## config.mk

```make
export PLATFORM = sky130hd
export DESIGN_NAME = cp0_unit
export DESIGN_NICKNAME = d
export VERILOG_FILES = /design/src/rtl/cp0_unit.sv
export SDC_FILE = /design/constraint.sdc
export NUM_CORES = 1
export LEC_CHECK = 0
export CAP_MARGIN = 20
export CORE_MARGIN = 5
export CORE_UTILIZATION = 38
export CTS_CLUSTER_DIAMETER = 60
export CTS_CLUSTER_SIZE = 16
export DETAILED_ROUTE_END_ITERATION = 7
export PLACE_DENSITY = 0.8
export RECOVER_POWER = 100
export REMOVE_ABC_BUFFERS = 1
export SKIP_LAST_GASP = 1
export SYNTH_ARGS = -nofsm -noshare
export SYNTH_HDL_FRONTEND = slang
export SYNTH_SLANG_ARGS = --single-unit
```

## constraint.sdc

```tcl
create_clock -name clk -period 1.98 [get_ports clk]
set_clock_uncertainty 0.1 [all_clocks]
set_input_delay 0.396 -clock clk [delete_from_list [all_inputs] [get_ports clk]]
set_output_delay 0.396 -clock clk [all_outputs]
set_load 0.03 [all_outputs]
```

## src/rtl/cp0_unit.sv

```systemverilog
// -----------------------------------------------------------------------------
// cp0_unit -- Coprocessor-0 register block for the multicycle MIPS core.
//
// Holds SR (IM/EXL/IE), Cause (IP), EPC and PRId. It samples the six hardware
// interrupt lines into Cause.IP and raises intReq when an unmasked, enabled
// line is pending outside the handler. The controller uses exlset/intctr on
// handler entry and exlclr on eret. mfc0/mtc0 go through sel/dout/din/we.
//
// Ports
//   clk     : clock, all state changes on the rising edge
//   rst     : synchronous active-high reset
//   sel     : CP0 register number (instr[15:11])
//   din     : mtc0 write data
//   we      : mtc0 write strobe
//   pc      : return address captured into EPC on intctr
//   hwint   : device interrupt lines, level-sensitive, active-high
//   exlset  : handler entry, sets SR.EXL
//   intctr  : handler entry with EPC capture (always together with exlset)
//   exlclr  : eret, clears SR.EXL
//   dout    : mfc0 read data, combinational from sel
//   epc     : current EPC for the eret next-PC mux
//   intReq  : interrupt request to the controller
// -----------------------------------------------------------------------------
module cp0_unit #(
  parameter logic [31:0] PRID      = 32'h0000_0061,
  parameter int          EPC_WIDTH = 32
) (
  input  logic        clk,
  input  logic        rst,
  input  logic [4:0]  sel,
  input  logic [31:0] din,
  input  logic        we,
  input  logic [31:0] pc,
  input  logic [5:0]  hwint,
  input  logic        exlset,
  input  logic        intctr,
  input  logic        exlclr,
  output logic [31:0] dout,
  output logic [31:0] epc,
  output logic        intReq
);

  localparam logic [4:0] REG_SR    = 5'd12;
  localparam logic [4:0] REG_CAUSE = 5'd13;
  localparam logic [4:0] REG_EPC   = 5'd14;
  localparam logic [4:0] REG_PRID  = 5'd15;

  logic [5:0]           im_q;
  logic                 exl_q;
  logic                 ie_q;
  logic [5:0]           ip_q;
  logic [EPC_WIDTH-1:0] epc_q;

  logic        sr_wr;
  logic        epc_wr;
  logic [31:0] epc_ext;
  logic [31:0] sr_word;
  logic [31:0] cause_word;

  assign sr_wr  = we && (sel == REG_SR);
  assign epc_wr = we && (sel == REG_EPC);

  // EPC is word-aligned, so the low two return-address bits are never stored.
  logic unused_pc_lsbs;
  assign unused_pc_lsbs = ^pc[1:0];

  always_ff @(posedge clk) begin
    if (rst) begin
      im_q  <= '0;
      exl_q <= 1'b0;
      ie_q  <= 1'b0;
      ip_q  <= '0;
      epc_q <= '0;
    end else begin
      // Cause.IP is a plain registered copy of the lines; nothing is sticky.
      ip_q <= hwint;

      // NOTE: with non-blocking assignments the last assignment in program
      // order wins, so the statement order below encodes same-cycle priority:
      // SR write < exlclr < exlset for EXL, and mtc0 < intctr for EPC.
      if (sr_wr) begin
        im_q  <= din[15:10];
        exl_q <= din[1];
        ie_q  <= din[0];
      end
      if (exlclr) exl_q <= 1'b0;
      if (exlset) exl_q <= 1'b1;

      if (epc_wr) epc_q <= {din[EPC_WIDTH-1:2], 2'b00};
      if (intctr) epc_q <= {pc[EPC_WIDTH-1:2], 2'b00};
    end
  end

  // Zero-extend the stored EPC; works for any EPC_WIDTH up to 32.
  always_comb begin
    epc_ext                  = '0;
    epc_ext[EPC_WIDTH-1:0]   = epc_q;
  end

  assign sr_word    = {16'h0, im_q, 8'h0, exl_q, ie_q};
  assign cause_word = {16'h0, ip_q, 10'h0};

  // NOTE: every path assigns dout (default arm included), so no latch forms.
  always_comb begin
    case (sel)
      REG_SR:    dout = sr_word;
      REG_CAUSE: dout = cause_word;
      REG_EPC:   dout = epc_ext;
      REG_PRID:  dout = PRID;
      default:   dout = 32'h0;
    endcase
  end

  assign epc = epc_ext;

  // Built only from registered state, so the level cannot glitch.
  assign intReq = (|(ip_q & im_q)) & ie_q & ~exl_q;

endmodule
```

=== Word level (Yosys, flattened, before mapping) ===
Index checks and enable logic that the tools add are counted.

* Reductions and logical operators: 5
* Bitwise operators: 4
* Equality and inequality tests: 4
* Multiplexer cells: 6

{| class="wikitable"
|+ Operators with widths
! operator !! count
|-
| 32-bit case mux with 4 select lines || 1
|-
| 32-bit 2-to-1 mux || 2
|-
| 5-bit by 4-bit == test with 1-bit output, second input constant || 4
|-
| 6-bit bitwise AND || 1
|-
| 6-bit OR reduction || 1
|-
| 1-bit 2-to-1 mux || 3
|-
| 3-bit nonzero test || 1
|-
| 1-bit bitwise AND || 2
|-
| 1-bit logical AND || 2
|-
| 2-bit nonzero test || 1
|-
| 1-bit NOT || 1
|}

* Bits in registers: 44
* Input port bits: 81

=== Longest topological paths before layout ===
Gate-level depths: netlist of run 1.

* Depth in word-level cells: 5
* Gate-level depth with buffers: 5
* Mapped depth without buffers: 3

=== Worst setup path after synthesis of run 1 ===
No wires, ideal clock.

* Path kind: input -> output
* Start: input port sel[0]
* End: output port dout[0]
* Stages on the path: 4
* Data arrival time: 1.425 ns
* Path slack: 0.059 ns
* Buffers on the path: 1
* Cells stage by stage: buf_2 > nor2_2 > nand2_1 > a21oi_1

* Cells in the longest elaborated chain, start to end: 2

{| class="wikitable"
|+ Ends and longest elaborated chain
! item !! RTL line !! source
|-
| start, declared || 30 || <nowiki>input logic [4:0] sel,</nowiki>
|-
| 5-bit by 4-bit == test with 1-bit output || 105 || <nowiki>case (sel)</nowiki>
|-
| 32-bit case mux with 4 select lines * || 105 ||
|-
| end, declared || 38 || <nowiki>output logic [31:0] dout,</nowiki>
|}

Mark *: on every way between the ends. The rest lies on a longest branch, timed or not.

=== Final worst setup path of run 1 ===
* Start: input port sel[4]
* End: output port dout[24]

The elaborated chain is that of the path after synthesis.

==> reports/metrics.cfg, run 1 <==
[outcome]
status=complete, no violations

[synthesis]
synth_top_family_by_area=simple AND/OR/NAND/NOR gates
netlist_top_cells_area=dfxtp_1 35%, nor4_1 12%, nor2b_1 9.2%
yosys.area_share.simple_pct=39.6
synth-compound-area-share_pct=15.5
seq_area_frac_synth_pct=35.0
synth_area_per_cell_sq_um=8.44
synth_xor_area_share_pct=0
yosys_warnings=0
syn_area_sq_mm=0.00251
synth.distinct_cells=29
synthCells=298
yosys.area_share.adder_pct=0
synth.mux.area_fraction_pct=2.39
yosysTopAreaCellShare_pct=35.0
ys_ff_latch=44
synth_area_leader_cell=dfxtp_1

[drt]
ant_nets=0
via_per_inst=5.56
wl_mm=9.12
via_count=2848
drtIter0Drc=200
wl_met2_mm=4.48
drt-met1-wl_mm=3.85
avgRoutedWirePerCell_um=17.8
drc_errors=0
met3_length_um=616
route.top_layer_used=met4
dr.pass1.iters=4

[pwr]
irDropWorstVdd_mv=0.402
p_total_mw=2.18
p_per_area_mw_per_mm2=519
leakage_nw=1.57

[final_layout]
final_util_pct=65.8
layout_common_cells=80 x clkdlybuf4s50_1, 48 x nor4_1, 44 x dfxtp_1, 36 x nor2b_1, 30 x a211oi_1
final_nets=515
n_antenna_cell=0
final_common_cell=clkdlybuf4s50_1
finish.instance_area_sq_mm=0.00420
seqCellArea_sq_um=881
instances_no_fill=512
drive_gt1_share_pct=22.5
nFillCells=546
multiInputGateArea_sq_mm=0.00151
syn2layout_area_growth_pct=67.1

[floorplanning]
std_cell_rows=29
die_width_um=91.4
die_y_um=91.4
core_sq_mm=0.00639
die_area_sq_mm=0.00834
start_util_pct=39.4
ioPinCount=146

[clocking]
clockRootBuffer=clkbuf_8
clock_latency_ns=0.29
cts_buffers=5
cts.sinks=44
cts.path.max_buffers=2
cts.clk_slew.worst_paths_ns=0.08
htreeDepth=2
cts_tree=done

[global_route]
grt_overflow_total=0
grt_start_max_net_pins=91
antenna_found_initial=0
grt_pass1_vias=2945
grt_usage_pct=21.2
grt_first_pass_wirelength_mm=14.8

[setup_path]
cpPeakStageDelay_ns=0.29
crit_chain=buf_2, nand3b_1, nor2_4, bufbuf_16, and2_1, buf_6
r2r_slack_ns=1.04
cp_max_fo=5
critPathRequiredTime_ns=1.48
reg2reg_depth=2
worstSetupPathType=primary input to output pin
path_delay_family=simple AND/OR/NAND/NOR gates
cp-start-kind=primary input
end_kind=output pin
worstPathArrival_ns=1.48
crit_slowest_cell=bufbuf_16
r2r-start=epc[26]
reg2reg_to=epc[26]
critPathBufInv=3

[place]
place_area_sq_mm=0.00398
dpl_worst_slack_ns=-0.274
port_buffers=141
place_inst=499
dp_hpwl_mm=6.10
routabilityCongestion=0.811

[sta]
drv_slew=0
holdWs_ns=0.397
finalCriticalPeriod_ns=1.97
finalHoldViolCount=0
rsz0062_at_grt=true
timing.final.ws_setup_ns=0.00510
fmax_mhz=506
tns_ns=0
setup_viol=0
finalCritPeriodShare_pct=99.7

[run]
maxCapViolations=0

[hold_path]
min_from=im_q[4]
worstHoldPathCells=2
hp-class=register to register
min_to=im_q[4]

[per-layer routing]
layer | GRT usage [%] | vias to the layer above
li1 | - | 1380
met5 | 0 | -
met1 | 26.6 | 1342
met4 | 5.99 | 0
met2 | 36.3 | 111
met3 | 5.12 | 15
[power by group]
part	internal [mW]	switching [mW]	total [mW]
clock	0.285	0.303	0.588
sequential	0.938	0.0404	0.978
combinational	0.316	0.301	0.617
[state kept, by name, indices dropped and copies added (netlist names)]
name / flops
epc: 30
im_q: 6
exl_q: 1
ie_q: 1
ip_q: 6
[layout make-up]
class	instances	area share (%)
multi-input cells	217	35.8
repair buffers	165	38.7
inverters	1	0.0893
clock buffers	8	2.14
well taps	77	2.29
flip-flops and latches	44	21.0
[worst min-delay path, cell delays in order, from the launching register on]
cell	delay, ns
dfxtp_1	0.33
o21ai_0	0.07
a21oi_1	0.06
[worst max-delay path by stage]
stage,cells after the start,from,end
4_1_cts,3,im_q[2],intReq
3_3_place_gp,7,sel[0],dout[13]
6_report,6,sel[4],dout[24]
3_5_place_dp,7,sel[0],epc[26]
2_1_floorplan,3,sel[1],dout[10]
5_1_grt,6,sel[2],dout[24]
[synth_stat cells, drive strengths merged]
library cell,instances
nand3,9
o21ai,8
or2,1
a21oi,8
buf,17
conb,1
and2,22
dfxtp,44
nor2b,37
nor2,13
inv,1
nand4b,2
a22oi,3
nand3b,1
a311oi,1
and4b,1
nand2,3
clkbuf,20
nand2b,2
nor3b,2
a211oi,30
nor4,60
mux2i,6
a2bb2oi,6
[what timing repair did]
action                     CTS  global route
pin swaps                    2             0
gates cloned                 3             0
buffers inserted             2             0
hold buffers                 0             0
setup endpoints to repair   31            13
gates resized for setup     47            15
[kinds of logic after synthesis]
| family | count (synthesis) |
|---|---|
| compound gates | 56 |
| buf+inv | 38 |
| flops | 44 |
| mux | 6 |
| other cells | 1 |
| simple gates | 153 |
No activity file was read; power rests on OpenSTA's default activity.
==> run 2: changes to the inputs <==
Settings changed: SKIP_LAST_GASP 1 to not set.
==> run 2 against run 1 <==
Compared with the run above: routed wire length is essentially flat; critical path type unchanged; sequential share of layout area grew 0.075 points; via count grew 0.11%; global-route usage is the same.
==> reports/metrics.cfg, run 2 (synthesis results as in run 1) <==
[outcome]
status=complete, no violations

[floorplanning]
die_area_sq_mm=0.00834  ; unchanged
std_cell_rows=29  ; unchanged
ioPinCount=146  ; unchanged
die_y_um=91.4  ; unchanged
start_util_pct=39.4  ; unchanged
core_sq_mm=0.00639  ; unchanged
die_width_um=91.4  ; unchanged

[drt]
drc_errors=0  ; unchanged
via_per_inst=5.57  ; +0.11%
via_count=2851  ; +0.11%
wl_mm=9.13  ; about the same
avgRoutedWirePerCell_um=17.8  ; about the same
ant_nets=0  ; unchanged
drtIter0Drc=204  ; +2.0%
dr.pass1.iters=4  ; unchanged

[place]
routabilityCongestion=0.811  ; unchanged
dp_hpwl_mm=6.10  ; unchanged
port_buffers=141  ; unchanged
dpl_worst_slack_ns=-0.274  ; unchanged

[setup_path]
worstPathArrival_ns=1.48  ; about the same
end_kind=output pin
critPathLaunch=sel[4]
cp-start-kind=primary input
worstSetupPathType=primary input to output pin
r2r-start=epc[26]
critPathRequiredTime_ns=1.48  ; about the same
cp_max_fo=5  ; unchanged

[final_layout]
n_antenna_cell=0  ; unchanged
multiInputGateArea_sq_mm=0.00151  ; unchanged
largest_reg_flops=30  ; unchanged
layout_common_cells=80 x clkdlybuf4s50_1, 48 x nor4_1, 44 x dfxtp_1, 36 x nor2b_1, 30 x a211oi_1
drive_gt1_share_pct=22.8  ; +0.23 points
final_nets=515  ; unchanged
nFillCells=548  ; +0.37%
final_util_pct=65.6  ; -0.24 points
seqCellArea_sq_um=881  ; unchanged
final_common_cell=clkdlybuf4s50_1
syn2layout_area_growth_pct=66.5

[clocking]
clockRootBuffer=clkbuf_8
cts.sinks=44  ; unchanged
cts.path.max_buffers=2  ; unchanged
cts.clk_slew.worst_paths_ns=0.08  ; about the same
cts_hold_buf=0  ; unchanged
htreeDepth=2  ; unchanged
cts_buffers=5  ; unchanged
clock_latency_ns=0.29  ; about the same
cts_tree=done

[global_route]
antenna_found_initial=0  ; unchanged
met1_usage_pct=26.6  ; unchanged
grt_usage_pct=21.2  ; unchanged
grt_overflow_total=0  ; unchanged
grt_pass1_vias=2945  ; unchanged
grt_first_pass_wirelength_mm=14.8  ; unchanged
met2_usage_pct=36.3  ; unchanged
busiest_layer=met2
grt_start_max_net_pins=91  ; unchanged
grt_use_met3_pct=5.12  ; unchanged

[sta]
finalCritPeriodShare_pct=99.7  ; about the same
rsz0062_at_grt=true
timing.final.ws_setup_ns=0.00507  ; -0.0000215 ns
setup_viol=0  ; unchanged
finalCriticalPeriod_ns=1.97  ; +0.0000215 ns
fmax_mhz=506  ; about the same
drv_slew=0  ; unchanged
finalHoldViolCount=0  ; unchanged

[hold_path]
min_from=im_q[4]
hp-class=register to register

[pwr]
p_total_mw=2.18  ; -0.14%
p_per_area_mw_per_mm2=521  ; +0.22%
irDropWorstVdd_mv=0.402  ; about the same
leakage_nw=1.57  ; -0.12%

[run]
maxCapViolations=0  ; unchanged

==> run 2: cell types whose count changed in the layout (fill, tap and decap cells not counted), sizes merged <==
cell	change
clkdlybuf4s15	-2
buf	+1
clkbuf	+1
==> run 2: through the flow <==
stage	setup TNS, ns	hold WS, ns	instances	cell area, sq um
after floorplan	-21.54	0.360	262	2340
after global placement	-11.31	0.378	499	3980
after detailed placement	-12.57	0.387	499	3980
after CTS	0	0.398	512	4240
after global routing	-0.234	0.421	512	4190
final	0	0.396	512	4190
==> run 2: report_power, final <==
group,switching (mW),total [mW],internal (mW)
Sequential,0.0403,0.978,0.938
Combinational,0.301,0.616,0.315
Clock,0.301,0.587,0.285
==> run 2: worst paths after layout <==
kind	to	slack [ns]	cells past startpoint
max reg2reg	epc[26]	1.04	2
min	im_q[4]	0.40	2
min reg2reg	im_q[4]	0.40	2
max	dout[24]	0.005	6
==> run 2: final cells by class <==
class / instances / share of cell area, %
timing repair buffer: 165 / 38.5
multi-input combinational: 217 / 35.9
sequential: 44 / 21.0
tap: 77 / 2.30
clock buffer: 8 / 2.15
inverter: 1 / 0.0896
==> run 2: critical path: stages <==
cell	delay [ns]
buf_2	0.11
nand3b_1	0.21
nor2_4	0.18
bufbuf_16	0.29
and2_1	0.15
buf_6	0.13
==> run 2: timing repair <==
item	4_1_cts	5_1_grt
setup endpoints to repair	31	13
pin swaps	2	0
buffers inserted	2	0
gates cloned	3	0
gates resized for setup	47	18
==> run 2: per-layer routing <==
metal / vias up / share of wire, %
met5: - / 0
met4: 0 / 1.9
met3: 15 / 6.9
met2: 116 / 49
met1: 1340 / 42
li1: 1380 / -
==> run 3: changes to the inputs <==
Settings changed: CELL_PAD_IN_SITES_DETAIL_PLACEMENT set to 1, CELL_PAD_IN_SITES_GLOBAL_PLACEMENT set to 2, CORE_UTILIZATION 38 to 20, PLACE_DENSITY 0.8 to not set, PLACE_DENSITY_LB_ADDON set to 0.1.
==> run 3 against run 2 <==
Compared with the run above: register-to-register slack hardly changed; sequential cell count is the same; count of clock-buffer cells in the layout is the same; first-iteration DRC count is 56% lower; die area grew 79%; fmax increased by 2.5%; setup slack improved by 0.048 ns; critical path type unchanged.
==> reports/metrics.cfg, run 3 (synthesis results as in run 1) <==
[clocking]
htreeDepth=2  ; unchanged
clockRootBuffer=clkbuf_16
cts.sinks=44  ; unchanged
clock_latency_ns=0.28  ; about the same
cts_tree=done
cts.path.max_buffers=2  ; unchanged
cts.clk_slew.worst_paths_ns=0.06  ; -0.02 ns
cts_buffers=5  ; unchanged
cts_hold_buf=0  ; unchanged

[global_route]
grt_overflow_total=0  ; unchanged
grt_pass1_vias=3158  ; +7.2%
antenna_found_initial=0  ; unchanged
grt_usage_pct=14.9  ; -6.3 points
grt_first_pass_wirelength_mm=17.5  ; +18%
grt_start_max_net_pins=91  ; unchanged

[place]
dp_hpwl_mm=7.46  ; +22%
port_buffers=141  ; unchanged
routabilityCongestion=0.712  ; -12%

[final_layout]
n_antenna_cell=0  ; unchanged
drive_gt1_share_pct=25.6  ; +2.8 points
final_common_cell=clkdlybuf4s50_1
final_util_pct=36.1  ; -29 points
syn2layout_area_growth_pct=79.2
largest_reg_flops=30  ; unchanged
final_nets=522  ; +1.4%
layout_common_cells=72 x clkdlybuf4s50_1, 48 x nor4_1, 44 x dfxtp_1, 36 x nor2b_1, 30 x a211oi_1

[setup_path]
crit_slowest_cell=nor2_4
worstSetupPathType=primary input to output pin
crit_chain=buf_6, nand3b_1, nor2_4, buf_12, buf_8, and2_4, buf_6
r2r_slack_ns=1.03  ; about the same
r2r-start=epc[13]
cp_common_cell=buf_6
critPathRequiredTime_ns=1.48  ; about the same
cp_max_fo=6  ; +1
end_kind=output pin
critPathBufInv=4  ; +1
worstPathArrival_ns=1.43  ; -0.05 ns
cp-start-kind=primary input
path_delay_family=simple AND/OR/NAND/NOR gates
reg2reg_depth=2  ; unchanged
cpPeakStageDelay_ns=0.22  ; -0.07 ns
critPathLaunch=sel[4]
reg2reg_to=epc[13]

[floorplanning]
std_cell_rows=41  ; +41%
core_sq_mm=0.0125  ; +95%
ioPinCount=146  ; unchanged
die_width_um=122  ; +34%
start_util_pct=20.2  ; -19 points
die_area_sq_mm=0.0149  ; +79%
die_y_um=122  ; +34%

[drt]
ant_nets=0  ; unchanged
drc_errors=0  ; unchanged
via_count=2871  ; +0.70%
dr.pass1.iters=4  ; unchanged
wl_mm=11.0  ; +21%
drtIter0Drc=90  ; -56%
via_per_inst=4.68  ; -16%
avgRoutedWirePerCell_um=17.9  ; +0.69%

[hold_path]
min_to=im_q[5]
min_from=im_q[5]
hp-class=register to register
worstHoldPathCells=2  ; unchanged

[outcome]
status=complete, no violations

[sta]
tightest_slew_ns=1.05
slew_headroom_pct=29.9
finalCritPeriodShare_pct=97.3  ; -2.4 points
fmax_mhz=519  ; +2.5%
finalCriticalPeriod_ns=1.93  ; -0.0479 ns
setup_viol=0  ; unchanged
finalHoldViolCount=0  ; unchanged
rsz0062_at_grt=true
drv_slew=0  ; unchanged

[pwr]
p_total_mw=2.47  ; +13%
p_per_area_mw_per_mm2=549  ; +5.4%
irDropWorstVdd_mv=0.259  ; -36%
leakage_nw=1.67  ; +6.4%

[run]
maxCapViolations=0  ; unchanged

-- run 3: cell count changes in the layout (fill, tap and decap cells not counted), sizes merged --
cell / delta
buf: +13
clkdlybuf4s50: -8
dlygate4sd3: +8
clkbuf: -3
clkdlybuf4s15: -2
bufbuf: -1
-- run 3: layout make-up --
| class | count | area, sq um |
|---|---|---|
| clock buffers | 8 | 146 |
| fillers | 1441 | 7960 |
| inverters | 1 | 3.75 |
| multi-input cells | 217 | 1520 |
| flip-flops and latches | 44 | 881 |
| well taps | 172 | 215 |
| repair buffers | 172 | 1740 |
-- run 3: tightest hold or removal path, cell delays in order (launching register included) --
cell and delay (ns):
dfxtp_1 0.32, o21ai_0 0.07, a21oi_1 0.06
-- run 3: worst max path at each step --
stage               cells after the start  slack, ns  endpoint
finish                                  7       0.05  dout[30]
global route                            7      -0.03  dout[21]
CTS                                     8      -0.06  dout[22]
detailed placement                      6      -0.34   dout[4]
global placement                        6      -0.31   dout[4]
floorplan                               3      -0.74  dout[10]
-- run 3: metal layers --
metal	routed length [um]	vias up	GRT usage [%]
li1	-	1396	-
met1	4780	1394	18.3
met2	5540	73	26.6
met3	579	8	3.30
met4	119	0	3.22
met5	0	-	0
-- run 3: stage by stage --
step,setup slack [ns],cell area (sq um),TNS [ns],std cells,hold slack [ns]
6_report,0.0530,4510,0,614,0.393
5_1_grt,-0.0273,4510,-0.370,614,0.407
4_1_cts,-0.0581,4550,-0.602,615,0.395
3_5_place_dp,-0.339,4160,-13.65,597,0.386
3_3_place_gp,-0.311,4160,-12.53,597,0.378
2_1_floorplan,-0.737,2340,-21.54,262,0.360
-- run 3: power by group --
group	internal, mW	switching (mW)	total, mW
clock network	0.504	0.350	0.854
logic	0.323	0.314	0.637
registers	0.939	0.0421	0.981
total	1.77	0.706	2.47
-- run 3: what timing repair did --
action                                  in CTS  in global routing
cloned                                       3                  0
endpoints found under the setup margin      32                 19
gates resized for setup                     51                 20
pin swaps                                    8                  2
setup buffers                                7                  2
